## src/rtl/sig_gen_sequencer.sv

```systemverilog
// Playback scheduler for one signal-generator channel: start delay, N repetitions
// with gaps, blanked end-of-buffer detection. Optional macro EXT_TRIG_EN gates ARMED on ext_trig.
module sig_gen_sequencer #(
    parameter int CNT_WIDTH = 32,
    parameter int REP_WIDTH = 16
) (
    input  logic                 clk,
    input  logic                 rst_n,
    input  logic                 start,
    input  logic                 abort,
    input  logic [CNT_WIDTH-1:0] delay_cycles,
    input  logic [CNT_WIDTH-1:0] gap_cycles,
    input  logic [REP_WIDTH-1:0] n_reps,
    input  logic                 ext_trig,
    output logic                 play_en,
    input  logic                 play_finish,
    output logic                 busy,
    output logic                 done,
    output logic [REP_WIDTH-1:0] rep_count,
    output logic [2:0]           state
);

    typedef enum logic [2:0] {
        IDLE  = 3'd0,
        ARMED = 3'd1,
        DELAY = 3'd2,
        PLAY  = 3'd3,
        GAP   = 3'd4
    } state_t;

    state_t               cur, nxt;
    logic [CNT_WIDTH-1:0] cnt, delay_s, gap_s, wait_len;
    logic [REP_WIDTH-1:0] nreps_s, rep_next;
    logic                 trig_go, cnt_hit, finish_ok, last_rep, accept;

`ifdef EXT_TRIG_EN
    // [0],[1] synchronizer stages, [2] previous synchronized value for edge detect
    logic [2:0] trig_sr;

    always_ff @(posedge clk or negedge rst_n) begin
        if (!rst_n) trig_sr <= '0;
        else        trig_sr <= {trig_sr[1:0], ext_trig};
    end

    assign trig_go = trig_sr[1] & ~trig_sr[2];
`else
    logic unused_trig;
    assign unused_trig = ext_trig;
    assign trig_go     = 1'b1;
`endif

    assign accept   = (cur == IDLE) && start && !abort;
    assign wait_len = (cur == DELAY) ? delay_s : gap_s;
    // a zero length still spends one cycle in the state so play_en gets a low cycle
    assign cnt_hit  = (wait_len == '0) || (cnt == wait_len - CNT_WIDTH'(1));
    // reader's flag is stale for the first two PLAY cycles
    assign finish_ok = play_finish && (cnt >= CNT_WIDTH'(2));
    assign rep_next  = (rep_count == '1) ? rep_count : rep_count + REP_WIDTH'(1);
    assign last_rep  = (nreps_s != '0) && (rep_count + REP_WIDTH'(1) == nreps_s);

    always_comb begin
        nxt = cur;
        if (abort && cur != IDLE) begin
            nxt = IDLE;
        end else begin
            case (cur)
                IDLE:    if (accept) nxt = ARMED;
                ARMED:   if (trig_go) nxt = DELAY;
                DELAY:   if (cnt_hit) nxt = PLAY;
                PLAY:    if (finish_ok) nxt = last_rep ? IDLE : GAP;
                GAP:     if (cnt_hit) nxt = PLAY;
                default: nxt = IDLE;
            endcase
        end
    end

    always_ff @(posedge clk or negedge rst_n) begin
        if (!rst_n) begin
            cur       <= IDLE;
            cnt       <= '0;
            delay_s   <= '0;
            gap_s     <= '0;
            nreps_s   <= '0;
            rep_count <= '0;
            play_en   <= 1'b0;
            busy      <= 1'b0;
            done      <= 1'b0;
        end else begin
            cur <= nxt;

            if (nxt != cur || cur == IDLE || cur == ARMED)
                cnt <= '0;
            else if (cur != PLAY || cnt < CNT_WIDTH'(2))
                cnt <= cnt + CNT_WIDTH'(1);

            if (accept) begin
                delay_s   <= delay_cycles;
                gap_s     <= gap_cycles;
                nreps_s   <= n_reps;
                rep_count <= '0;
            end else if (cur == PLAY && !abort && finish_ok) begin
                rep_count <= rep_next;
            end

            done    <= (cur == PLAY) && !abort && finish_ok && last_rep;
            busy    <= (nxt != IDLE);
            // lags state by one cycle on both edges, so low time equals the GAP length
            play_en <= (cur == PLAY) && !abort;
        end
    end

    assign state = cur;

endmodule

```

## config.mk

```make
export PLATFORM = sky130hd
export DESIGN_NAME = sig_gen_sequencer
export DESIGN_NICKNAME = d
export VERILOG_FILES = /design/src/rtl/sig_gen_sequencer.sv
export SDC_FILE = /design/constraint.sdc
export NUM_CORES = 1
export LEC_CHECK = 0
export CAP_MARGIN = 10
export CORE_MARGIN = 2
export CORE_UTILIZATION = 35
export CTS_CLUSTER_DIAMETER = 80
export DETAILED_ROUTE_END_ITERATION = 16
export MAX_ROUTING_LAYER = met4
export PLACE_DENSITY = 0.62
export SLEW_MARGIN = 10
export SYNTH_ARGS = -nofsm -noshare
export SYNTH_HDL_FRONTEND = slang
export SYNTH_SLANG_ARGS = --single-unit
export TNS_END_PERCENT = 50
```

## constraint.sdc

```tcl
create_clock -name clk -period 10.9 [get_ports clk]
set_input_delay 2.725 -clock clk [delete_from_list [all_inputs] [get_ports clk]]
set_output_delay 2.725 -clock clk [all_outputs]
set_load 0.01 [all_outputs]
```

# Word-level counts from Yosys, hierarchy flattened
# Index checks and enable logic that the tools add are counted.
[word_totals]
regBits = 134
inputBits = 86
output_inout_bits = 22
word_cells = 58
[op_classes]
add_sub_neg = 3
magnitude_cmp = 2
n_eq_ne = 10
mux = 12
reduce_logical = 22
[op_table]
columns = ["op", "n"]
rows = [
  ["$mux W32", 3],
  ["$mux W16", 3],
  ["$add A32 B1 Y32 const B", 1],
  ["$eq A32 B32 Y1", 1],
  ["$ge A32 B2 Y1 const B", 1],
  ["$logic_not A32 Y1", 1],
  ["$lt A32 B2 Y1 const B", 1],
  ["$sub A32 B1 Y32 const B", 1],
  ["$add A16 B1 Y16 const B", 1],
  ["$eq A16 B16 Y1", 1],
  ["$eq A16 B16 Y1 const B", 1],
  ["$reduce_bool A16 Y1", 1],
  ["$mux W3", 5],
  ["$pmux W3 S4", 1],
  ["$logic_and A1 B1 Y1", 8],
  ["$eq A3 B2 Y1 const B", 2],
  ["$reduce_bool A3 Y1", 2],
  ["$logic_or A1 B1 Y1", 4],
  ["$reduce_bool A2 Y1", 2],
  ["$eq A3 B1 Y1 const B", 1],
  ["$eq A3 B3 Y1 const B", 1],
  ["$logic_not A3 Y1", 1],
  ["$ne A3 B2 Y1 const B", 1],
  ["$ne A3 B3 Y1", 1],
  ["4 further kinds", 4],
]

# Depth between registers and ports, before layout
# Gate-level depths: netlist of the first run.
[logic_depth]
word_depth = 12
depth_mapped = 17
mapped_depth_nobuf = 12

# Least setup slack after synthesis of the first run
# Ideal clock, no wire load.
[synth_timing]
path_type = "input to register"
startpoint = "in abort"
endpoint = "reg rep_count[6]"
setup_ns = 0.096
arrival_time_ns = 4.074
required_ns = 10.804
slack_ns = 6.730
stages = 6
n_path_buf = 2
path_cell_list = "nor3_1 > nor2b_1 > nand2_1 > clkbuf_1 > buf_1 > o31ai_1"
[synth_between]
elab_chain_len = 5
elab_cells_between_ends = 8
classes_between = "1 x eq/ne; 1 x mux; 6 x reduce/logical"
[synth_lines]
columns = ["item", "line", "text"]
rows = [
  ["start: declaration", "10", "input logic abort,"],
  ["$logic_not A1 Y1 (*)", "52, 101", ""],
  ["$logic_and A1 B1 Y1 (2 in series)", "101", "end else if (cur == PLAY && !abort && finish_ok) begin"],
  ["$reduce_bool A2 Y1 (no line)", "n/a", ""],
  ["$reduce_and A2 Y1 (no line)", "n/a", ""],
  ["end signal: assignment", "102", "rep_count <= rep_next;"],
  ["end: declaration", "19", "output logic [REP_WIDTH-1:0] rep_count,"],
]
# Mark *: on every way between the ends. The rest lies on a longest branch, timed or not.
# A chain may end at the register's enable or synchronous reset.

# Final worst setup path of the first run
[layout_timing]
startpoint = "in abort"
endpoint = "reg rep_count[10]"
# Same word-level chain as after synthesis.

==> summary.md, run 1 <==
| Metric | Value |
|---|---|
| Slowest CP cell | `clkdlybuf4s50_1` |
| P_int | `~1.0 mW` |
| Avg Inst Size Synth | `10.3 um2` |
| Clk buf depth | `2` |
| Largest net degree at the start of global routing | `70` |
| Die Y-Extent | `158 um` |
| Met1 Wirelength | `between 9 and 10 mm` |
| Congestion Overflow GR | `0` |
| CTS buffer count | `17` |
| CTS root buffer | `clkbuf_16` |
| Psw | `approximately 0.40 mW` |
| Relative slew slack | `a little under a third` |
| Hold path start | `gap_s[31]` |
| Post-layout instance area | `roughly 10000 um2` |
| Via count | `about 6500` |
| Unrepaired setup endpoints after global routing | `false` |
| Clock share of power | `slightly above 40%` |
| Nets | `980` |
| Io pins | `approximately 110` |
| # hold bufs at CTS | `0` |
| Starting Density | `a little over a third` |
| Net Sw Frac | `between 20% and 30%` |
| Chip Width | `158 um` |
| Clock Sinks | `about 130` |
| Post-DR vias/cell | `about 5.3` |
| Final Core Density | `between 40% and 50%` |
| Reg-to-Reg Start | `state[2]` |
| Top cell type's share of synthesized area | `~40%` |
| Share of cells above drive strength 1 | `around 17%` |
| Core Rows | `56` |
| Crit. End Element | `flip-flop` |
| Minimum clock period | `between 5000 and 6000 ps` |
| Final number of max-transition violations | `0` |
| Placed cell area | `about 9500 um2` |
| Sequential share of power | `a little over two fifths` |
| Top metal layer carrying routed signals | `met4` |
| Post-CTS Setup Inserts | `0` |
| Filler cells | `2252` |
| First-pass GRT wire length | `35.5 mm` |
| Netlist cell types | `just over 70` |
| Post-DR wirelength/cell | `roughly 18 um` |
| Class of the worst hold path | `reg2reg` |
| Max Fanout on Critical Path | `29` |
| Critical Path Source Type | `input pin` |
| Post-synth EDFFs | `0` |
| Antenna viol nets, final | `0` |
| Logic pwr share | `between 15 and 20%` |
| FFs w/ async S/R, synth | `100%` |
| Initial drt markers | `399` |
| Layout area overhead | `22.5%` |
| CP max stage delay | `roughly 680 ps` |
| Clk_lat worst skew | `roughly 430 ps` |
| Buf/Inv on CP | `1` |
| Critical setup path kind | `in2reg` |
| Met2 wire len | `10.5 mm` |
| Most instantiated cells after synthesis | `134 x dfrtp_1, 81 x mux2_2, 75 x xnor2_1` |
| Total die area | `around 25000 um2` |
| Mapped Cells | `between 800 and 900` |
| Area contributors post-synth | `dfrtp_1 41%, mux2_2 11%, xnor2_1 7.9%, xor2_1 4.2%, mux2i_1 4.0%` |
| Final wirelength | `~22 mm` |
| Worst path depth | `7` |
| Post-route setup TNS | `0 ps` |
| Cell Pwr Density | `approximately 140 nW/um2` |
| # DRC | `0` |
| Ys Warns | `0` |
| PortBufs | `106` |
| CP delay by family, top | `simple AND/OR/NAND/NOR gates` |
| DRT Pass-1 Iters | `4` |
| CTS tree | `done` |
| Worst Path Required | `between 10000 and 15000 ps` |
| CORE AREA | `23300 um2` |
| Area leader, netlist | `dfrtp_1` |
| Cell with the most instances after synthesis | `dfrtp_1` |
| Post-cts resize count | `0` |
| Maximum vdd ir drop | `about 0.00009 V` |
| Status | `finished clean` |
| Seq/Total Area, Yosys | `40.6%` |
| Primary FF master, synth | `dfrtp_1` |
| H-tree Lvls | `4` |
| Clock Pin Slew Worst Setup and Hold Paths | `about 60 ps` |
| Flop2flop setup slack | `6070 ps` |
| Worst Path Arrival | `a little under 6000 ps` |
| Initial antenna violation count | `0` |
| Worst-margin pin slew | `about 1000 ps` |
| Post-Syn Area | `roughly 8300 um2` |
| FF-to-FF End | `cnt[7]` |
| Met3 WL | `~1.6 mm` |
| Diodes inserted | `0` |
| Final period util | `50.5%` |
| Critical path origin | `abort` |
| Total power | `1.45 mW` |
| Clock Skew | `between 9 and 10 ps` |
| Syn nets | `roughly 900` |
| Pleak | `about 3.7 nW` |
| Finish-stage setup viols | `0` |
| Final Wtd Congestion | `around 0.9` |
| Vias in the first global route | `around 6400` |
| Critical-path cell list | `clkdlybuf4s50_1, nor3_1, nor2b_1, nand2_1, and2_1, o21ai_0, o31ai_1` |
| Fin. Hold Viols | `0` |
| Min Hold Slack | `between 500 and 600 ps` |
| Worst setup endpoint | `rep_count[10]` |
| Detailed Place HPWL | `roughly 16 mm` |
| FF-to-FF path depth | `14` |
| #FFs+latches synth | `roughly 130` |
| Max_cap viols | `0` |
| Global Route Usage Sum | `a little under a fifth` |
| FMAX | `approximately 180 MHz` |
[metrics by stage]
step | cells | setup WS, ps
CTS | 1222 | 5380
finish | 1222 | 5390
global route | 1222 | 5070
detailed placement | 1190 | 4970
floorplan | 806 | 6730
global placement | 1190 | 4940
[flip-flops by register name, summed over array words and instances, names as in the netlist]
name and count:
rep_count 16, busy 1, cnt 32, done 1, gap_s 32, state 3, play_en 1, nreps_s 16
delay_s 32
[worst reg2reg max path, delay by kind of cell, from the launching register on]
kind                     cells  cell delay, ps
multiplexers                 2             590
AO/OA/AOI/OAI                2             450
adder cells (fa/ha/maj)      1             370
flip-flops                   1             550
AND/OR/NAND/NOR              5            1360
buffers and inverters        2             980
XOR/XNOR                     2             360
[layout by cell type (no fill, tap or decap), types with 5 or more instances in the layout]
cell             count
a21oi_1              8
and2_1               6
and3_1               9
and4_1               6
buf_4                7
clkbuf_16           17
clkdlybuf4s50_1    105
dfrtp_1            134
inv_1               14
mux2_2              81
mux2i_1             33
nand2_1             40
nand3_1             33
nand3b_1             5
nand4_1             21
nor2_1              55
nor3_1              31
nor4_1              38
nor4_2               6
o21ai_0             28
o31ai_1              6
or4_1               14
xnor2_1             75
xor2_1              40
[kinds of logic after synthesis]
group / share of synthesized area, %
xor gates and xnor gates: 12.2
buffers and inverters: 4.03
AOI/OAI and AO/OA: 7.89
muxes: 15.0
and+or+nand+nor: 19.7
DFF: 40.6
adders and majority gates: 0.606
[power groups by stage]
stage | clock, mW | sequential [mW] | combinational (mW)
final | 0.585 | 0.622 | 0.239
after global routing | 0.620 | 0.631 | 0.264
after CTS | 0.602 | 0.621 | 0.241
after global placement | 0 | 0.628 | 0.236
after floorplan | 0 | 0.600 | 0.167
after detailed placement | 0 | 0.629 | 0.240
[routing by layer]
| metal | vias up | global-route usage [%] |
|---|---|---|
| met2 | 197 | 29.7 |
| li1 | 3108 | - |
| met3 | 29 | 5.09 |
| met4 | 0 | 5.80 |
| met5 | - | - |
| met1 | 3152 | 24.3 |
[how the worst min path moves through the flow]
stage                     cells after the start         to
after detailed placement                      1  gap_s[31]
after floorplan                               1  gap_s[31]
after global routing                          1  gap_s[31]
after CTS                                     1  gap_s[31]
final                                         1  gap_s[31]
after global placement                        1  gap_s[31]
[area by class of cell]
cell class	count	area [um2]	area share [%]
well taps	319	399	3.94
flip-flops and latches	134	3350	33.1
clock inverters	11	123	1.21
multi-input cells	610	4600	45.4
repair buffers	113	1110	11.0
clock buffers	21	480	4.75
inverters	14	52.6	0.519
Note: power is estimated with default switching activity, not from simulation.
==> run 2: changes to the inputs <==
==> constraint.sdc (replaced) <==
create_clock -name clk -period 5.15 [get_ports clk]
set_input_delay 1.2875 -clock clk [delete_from_list [all_inputs] [get_ports clk]]
set_output_delay 1.2875 -clock clk [all_outputs]
set_load 0.01 [all_outputs]
==> summary.md, run 2 (synthesis gave the netlist of run 1 again) <==
| Metric | Value |
|---|---|
| Status | `finished clean (unchanged)` |
| Post-cts resize count | `0 (unchanged)` |
| Clock Skew | `17.2 ps (was 9.56 ps)` |
| Filler cells | `2256 (was 2252)` |
| Core Rows | `56 (unchanged)` |
| Max Fanout on Critical Path | `32 (was 29)` |
| Top Registers | `cnt: 32 flops, delay_s: 32 flops, gap_s: 32 flops (unchanged)` |
| Unrepaired setup endpoints after global routing | `false (unchanged)` |
| Finish-stage setup viols | `0 (unchanged)` |
| # DRC | `0 (unchanged)` |
| Critical Path Source Type | `flip-flop (was input pin)` |
| Minimum clock period | `4260 ps` |
| CTS buffer count | `17 (unchanged)` |
| Final Wtd Congestion | `0.924 (was 0.903)` |
| Commonest cells after routing, fill and taps aside | `134 x dfrtp_1, 105 x clkdlybuf4s50_1, 81 x mux2_2, 75 x xnor2_1, 55 x nor2_1 (unchanged)` |
| First-pass GRT wire length | `35.1 mm (was 35.5 mm)` |
| Via count | `6583 (was 6486)` |
| Clock Sinks | `134 (unchanged)` |
| Worst Path Arrival | `4520 ps (was 5780 ps)` |
| Post-route setup TNS | `0 ps (unchanged)` |
| CTS root buffer | `clkbuf_16 (unchanged)` |
| Clk_lat worst skew | `440 ps (was 430 ps)` |
| Final wirelength | `22.1 mm (was 22.3 mm)` |
| Share of cells above drive strength 1 | `17.3% (was 16.7%)` |
| Clock Pin Slew Worst Setup and Hold Paths | `60 ps (about the same)` |
| Clk buf depth | `2 (unchanged)` |
| Detailed Place HPWL | `16.2 mm (was 15.8 mm)` |
| Post-DR vias/cell | `5.36 (was 5.31)` |
| Worst-margin pin slew | `972 ps (was 1030 ps)` |
| Congestion Overflow GR | `0 (unchanged)` |
| Largest net degree at the start of global routing | `99 (was 70)` |
| Final number of max-transition violations | `0 (unchanged)` |
| CORE AREA | `23300 um2 (unchanged)` |
| Total power | `3.03 mW (was 1.45 mW)` |
| Die Y-Extent | `158 um (unchanged)` |
| Relative slew slack | `35.2% (was 31.2%)` |
| Fin. Hold Viols | `0 (unchanged)` |
| Initial antenna violation count | `1 (was 0)` |
| Maximum vdd ir drop | `0.000195 V (was 0.0000920 V)` |
| Final period util | `82.7%` |
| Met1 usage | `24.3% (about the same)` |
| Vias in the first global route | `6384 (was 6433)` |
| FMAX | `roughly 230 MHz` |
| Crit. End Element | `flip-flop (unchanged)` |
| Antenna viol nets, final | `0 (unchanged)` |
| Io pins | `108 (unchanged)` |
| Class of the worst hold path | `reg2reg (unchanged)` |
| GR peak layer | `met2 (unchanged)` |
| Max_cap viols | `0 (unchanged)` |
| Nets | `987 (was 980)` |
| Cell Pwr Density | `298 nW/um2 (was 143 nW/um2)` |
| Flip-flop and latch area | `3350 um2 (unchanged)` |
| H-tree Lvls | `4 (unchanged)` |
| Starting Density | `35.4% (unchanged)` |
| Initial drt markers | `457 (was 399)` |
| DRT Pass-1 Iters | `5 (was 4)` |
| PortBufs | `106 (unchanged)` |
| GR met3 Demand/Resource | `6.19% (was 5.09%)` |
| Chip Width | `158 um (unchanged)` |
| Area of the multi-input gates | `4600 um2 (unchanged)` |
| # hold bufs at CTS | `0 (unchanged)` |
| Post-CTS Setup Inserts | `0 (unchanged)` |
| CTS tree | `done (unchanged)` |
| Critical setup path kind | `reg2reg (was in2reg)` |
| Global Route Usage Sum | `19.0% (was 19.1%)` |
| Post-DR wirelength/cell | `18.0 um (was 18.2 um)` |
| Commonest non-fill, non-tap cell in the layout | `dfrtp_1 (unchanged)` |
| Met2 Track Usage GR | `28.6% (was 29.7%)` |
| Worst Path Required | `5410 ps (was 11170 ps)` |
| Layout area overhead | `22.9% (was 22.5%)` |
| Pleak | `3.76 nW (was 3.73 nW)` |
| Total die area | `24900 um2 (unchanged)` |
==> run 2: cell types whose count changed in the layout (fill, tap and decap cells not counted), sizes merged <==
| cell | before | now |
|---|---|---|
| clkinvlp | 4 | 3 |
| buf | 8 | 15 |
| diode | 0 | 1 |
| clkinv | 4 | 6 |
| clkbuf | 21 | 19 |
==> run 2: final cells by class <==
type                    count  share of cell area [%]
inverters                  14                   0.518
clock inverters            12                    1.27
multi-input cells         610                    45.3
clock buffers              19                    4.46
well taps                 319                    3.93
repair buffers            120                    11.5
flip-flops and latches    134                    33.0
diodes                      1                  0.0246
==> run 2: report_power, final <==
part	total, mW	internal, mW	switching (mW)	leakage [nW]
combinational	0.505	0.282	0.223	1.78
sequential	1.32	1.16	0.152	1.69
clock	1.21	0.733	0.476	0.281
==> run 2: worst paths after layout <==
check / startpoint / endpoint / slack, ps / cells after the start
worst min-delay path: delay_s[5] / delay_s[5] / 530 / 1
worst max-delay path: state[2] / cnt[25] / 890 / 13
min in group asynchronous: rst_n / delay_s[19] / 930 / 1
max in group asynchronous: rst_n / gap_s[13] / 3240 / 2
worst max register to register: state[2] / cnt[25] / 890 / 13
worst min register to register: delay_s[5] / delay_s[5] / 530 / 1
==> run 2: stage by stage <==
stage	cells	utilization, %	area (um2)	hold WS [ps]	setup slack (ps)
after global routing	1229	43.5	10200	536	541
final	1229	43.5	10200	526	891
after floorplan	806	-	8260	479	1140
after CTS	1228	43.5	10200	521	875
after detailed placement	1197	41.0	9570	507	876
after global placement	1197	41.0	9570	490	888
==> run 2: metal layers <==
metal  part of all wire, %  routed length [um]  vias to the layer above
met1                    45                9870                     3204
met4                   1.9                 412                        0
met2                    47               10400                      218
li1                      -                   -                     3128
met3                   6.7                1480                       33
met5                     0                   0                        -
==> run 2: worst max-delay path, stage by stage, from the launching register on <==
cell,delay (ps)
dfrtp_1,550
nor3b_4,390
mux2i_1,350
ha_1,370
nor3b_1,270
xor2_1,170
mux2i_1,110
xnor2_1,180
a2111oi_2,280
nand4_1,150
or4b_4,580
a211oi_4,160
buf_4,410
nor4_1,110
==> run 3: changes to the inputs <==
--- a/config.mk
+++ b/config.mk
@@ -11,7 +11,7 @@
 export CTS_CLUSTER_DIAMETER = 80
 export DETAILED_ROUTE_END_ITERATION = 16
 export MAX_ROUTING_LAYER = met4
-export PLACE_DENSITY = 0.62
+export PLACE_DENSITY = 0.64
 export SLEW_MARGIN = 10
 export SYNTH_ARGS = -nofsm -noshare
 export SYNTH_HDL_FRONTEND = slang
==> constraint.sdc (replaced) <==
create_clock -name clk -period 3.9 [get_ports clk]
set_input_delay 0.975 -clock clk [delete_from_list [all_inputs] [get_ports clk]]
set_output_delay 0.975 -clock clk [all_outputs]
set_load 0.01 [all_outputs]
==> summary.md, run 3 (synthesis gave the netlist of run 1 again) <==
| Metric | Value |
|---|---|
| CTS buffer count | `17 (unchanged)` |
| Vias in the first global route | `6530 (was 6384)` |
| Psw | `1.12 mW (was 0.851 mW)` |
| Core Rows | `56 (unchanged)` |
| PortBufs | `106 (unchanged)` |
| Status | `finished clean (unchanged)` |
| Net Sw Frac | `26.6% (was 28.1%)` |
| Placed cell area | `9770 um2 (was 9570 um2)` |
| Detailed Place HPWL | `16.3 mm (was 16.2 mm)` |
| Post-DR vias/cell | `5.31 (was 5.36)` |
| Largest net degree at the start of global routing | `106 (was 99)` |
| CTS tree | `done (unchanged)` |
| Min Hold Slack | `513 ps (was 526 ps)` |
| Flop2flop setup slack | `170 ps (was 890 ps)` |
| Clk_lat worst skew | `430 ps (was 440 ps)` |
| # DRC | `0 (unchanged)` |
| Via count | `6674 (was 6583)` |
| FMAX | `268 MHz (was 235 MHz)` |
| P_int | `3.11 mW (was 2.18 mW)` |
| Chip Width | `158 um (unchanged)` |
| Max Fanout on Critical Path | `40 (was 32)` |
| Commonest non-fill, non-tap cell in the layout | `dfrtp_1 (unchanged)` |
| Final Wtd Congestion | `0.878 (was 0.924)` |
| Share of cells above drive strength 1 | `20.4% (was 17.3%)` |
| Congestion Overflow GR | `0 (unchanged)` |
| Post-DR wirelength/cell | `18.0 um (about the same)` |
| Global Route Usage Sum | `18.9% (was 19.0%)` |
| Fin. Hold Viols | `0 (unchanged)` |
| Final wirelength | `22.6 mm (was 22.1 mm)` |
| Io pins | `108 (unchanged)` |
| Total die area | `24900 um2 (unchanged)` |
| Worst Path Required | `4160 ps (was 5410 ps)` |
| Antenna viol nets, final | `0 (unchanged)` |
| Max_cap viols | `0 (unchanged)` |
| Pleak | `3.97 nW (was 3.76 nW)` |
| Post-route setup TNS | `0 ps (unchanged)` |
| H-tree Lvls | `4 (unchanged)` |
| Critical Path Source Type | `flip-flop (unchanged)` |
| Layout area overhead | `27.4% (was 22.9%)` |
| Commonest cells after routing, fill and taps aside | `134 x dfrtp_1, 105 x clkdlybuf4s50_1, 81 x mux2_2, 75 x xnor2_1, 55 x nor2_1 (unchanged)` |
| Final WS setup | `171 ps (was 891 ps)` |
| Filler cells | `2176 (was 2256)` |
| Relative slew slack | `30.8% (was 35.2%)` |
| Hold worst-path end | `delay_s[31] (was delay_s[5])` |
| Clock Sinks | `134 (unchanged)` |
| Hold Crit Depth | `1 (unchanged)` |
| CORE AREA | `23300 um2 (unchanged)` |
| Worst Path Arrival | `3990 ps (was 4520 ps)` |
| Minimum clock period | `3730 ps (was 4260 ps)` |
| Crit. End Element | `flip-flop (unchanged)` |
| Cells after DPL | `1216 (was 1197)` |
| Clock Skew | `8.89 ps (was 17.2 ps)` |
| Initial drt markers | `501 (was 457)` |
| Diodes inserted | `0 (was 1)` |
| Unrepaired setup endpoints after global routing | `true (was false)` |
| Flip-flop and latch area | `3350 um2 (unchanged)` |
| Total power | `4.23 mW (was 3.03 mW)` |
| Clock Pin Slew Worst Setup and Hold Paths | `60 ps (about the same)` |
| Layout Cells excl Fill | `1257 (was 1229)` |
| Maximum vdd ir drop | `0.000220 V (was 0.000195 V)` |
| DRT Pass-1 Iters | `5 (unchanged)` |
| Clock share of power | `42.5% (was 39.9%)` |
| Worst-margin pin slew | `1040 ps (was 972 ps)` |
| Cell Pwr Density | `402 nW/um2 (was 298 nW/um2)` |
| # hold bufs at CTS | `0 (unchanged)` |
| Initial antenna violation count | `0 (was 1)` |
| Reg-to-Reg Start | `state[2] (unchanged)` |
| First-pass GRT wire length | `35.4 mm (was 35.1 mm)` |
| Final period util | `95.6% (was 82.7%)` |
| Nets | `1015 (was 987)` |
| Final Core Density | `45.1% (was 43.5%)` |
| Class of the worst hold path | `reg2reg (unchanged)` |
| FF-to-FF path depth | `12 (was 13)` |
| FF-to-FF End | `cnt[13] (was cnt[25])` |
| Starting Density | `35.4% (unchanged)` |
| Top Registers | `cnt: 32 flops, delay_s: 32 flops, gap_s: 32 flops (unchanged)` |
| Post-layout instance area | `10500 um2 (was 10200 um2)` |
| Clk buf depth | `2 (unchanged)` |
| Hold path start | `delay_s[31] (was delay_s[5])` |
| Logic pwr share | `16.5% (was 16.7%)` |
| Die Y-Extent | `158 um (unchanged)` |
| Critical setup path kind | `reg2reg (unchanged)` |
| Area of the multi-input gates | `4620 um2 (was 4600 um2)` |
| Sequential share of power | `41.0% (was 43.4%)` |
| Pre-CTS setup slack | `87.8 ps (was 876 ps)` |
| Final number of max-transition violations | `0 (unchanged)` |
| CTS root buffer | `clkbuf_16 (unchanged)` |
| Finish-stage setup viols | `0 (unchanged)` |
## run 3: cell count changes in the layout (fill, tap and decap cells not counted), sizes merged
cell and delta:
bufinv +3, clkbuf +2, diode -1, clkinv -1, clkinvlp -2, buf +27
## run 3: critical path, stage by stage, from the launching register on
cell and delay [ps]:
dfrtp_1 410, nor3b_4 350, buf_4 190, buf_12 230, mux2i_1 250, xnor2_1 160
o21a_1 240, a2111oi_2 330, nand4_1 130, or4b_4 580, a211oi_4 350, clkbuf_16 240
nor4_1 50
## run 3: routing by layer
layer  global-route usage, %  vias to the layer above  part of all wire, %
li1                        -                     3194                    -
met2                    28.9                      192                   47
met1                    24.6                     3260                   45
met4                    4.94                        0                  1.7
met3                    5.61                       28                  6.3
met5                       -                        -                    0
## run 3: area by class of cell
cell class	instances	share of cell area [%]
Inverter	14	0.499
Timing Repair Buffer	148	13.8
Clock inverter	12	1.89
Clock buffer	20	4.34
Sequential cell	134	31.8
Multi-Input combinational cell	610	43.9
Tap cell	319	3.79
## run 3: worst max path at each step
stage,startpoint,end,slack [ps],cells after the start
floorplan,state[0],cnt[19],20,17
global placement,state[1],cnt[31],170,11
detailed placement,state[0],cnt[19],90,13
CTS,state[0],cnt[19],80,13
global route,state[2],cnt[13],-70,13
finish,state[2],cnt[13],170,12
## run 3: what timing repair did
action                     in CTS  in global routing
gates resized for setup         0                  3
setup buffers                   0                  7
setup endpoints to repair       0                 34
## run 3: power by group through the flow
| stage | clock [mW] | sequential, mW | combinational (mW) |
|---|---|---|---|
| final | 1.80 | 1.74 | 0.697 |
| after global routing | 1.90 | 1.76 | 0.768 |
| after CTS | 1.83 | 1.73 | 0.688 |
| after detailed placement | 0 | 1.76 | 0.684 |
| after global placement | 0 | 1.75 | 0.676 |
| after floorplan | 0 | 1.68 | 0.470 |
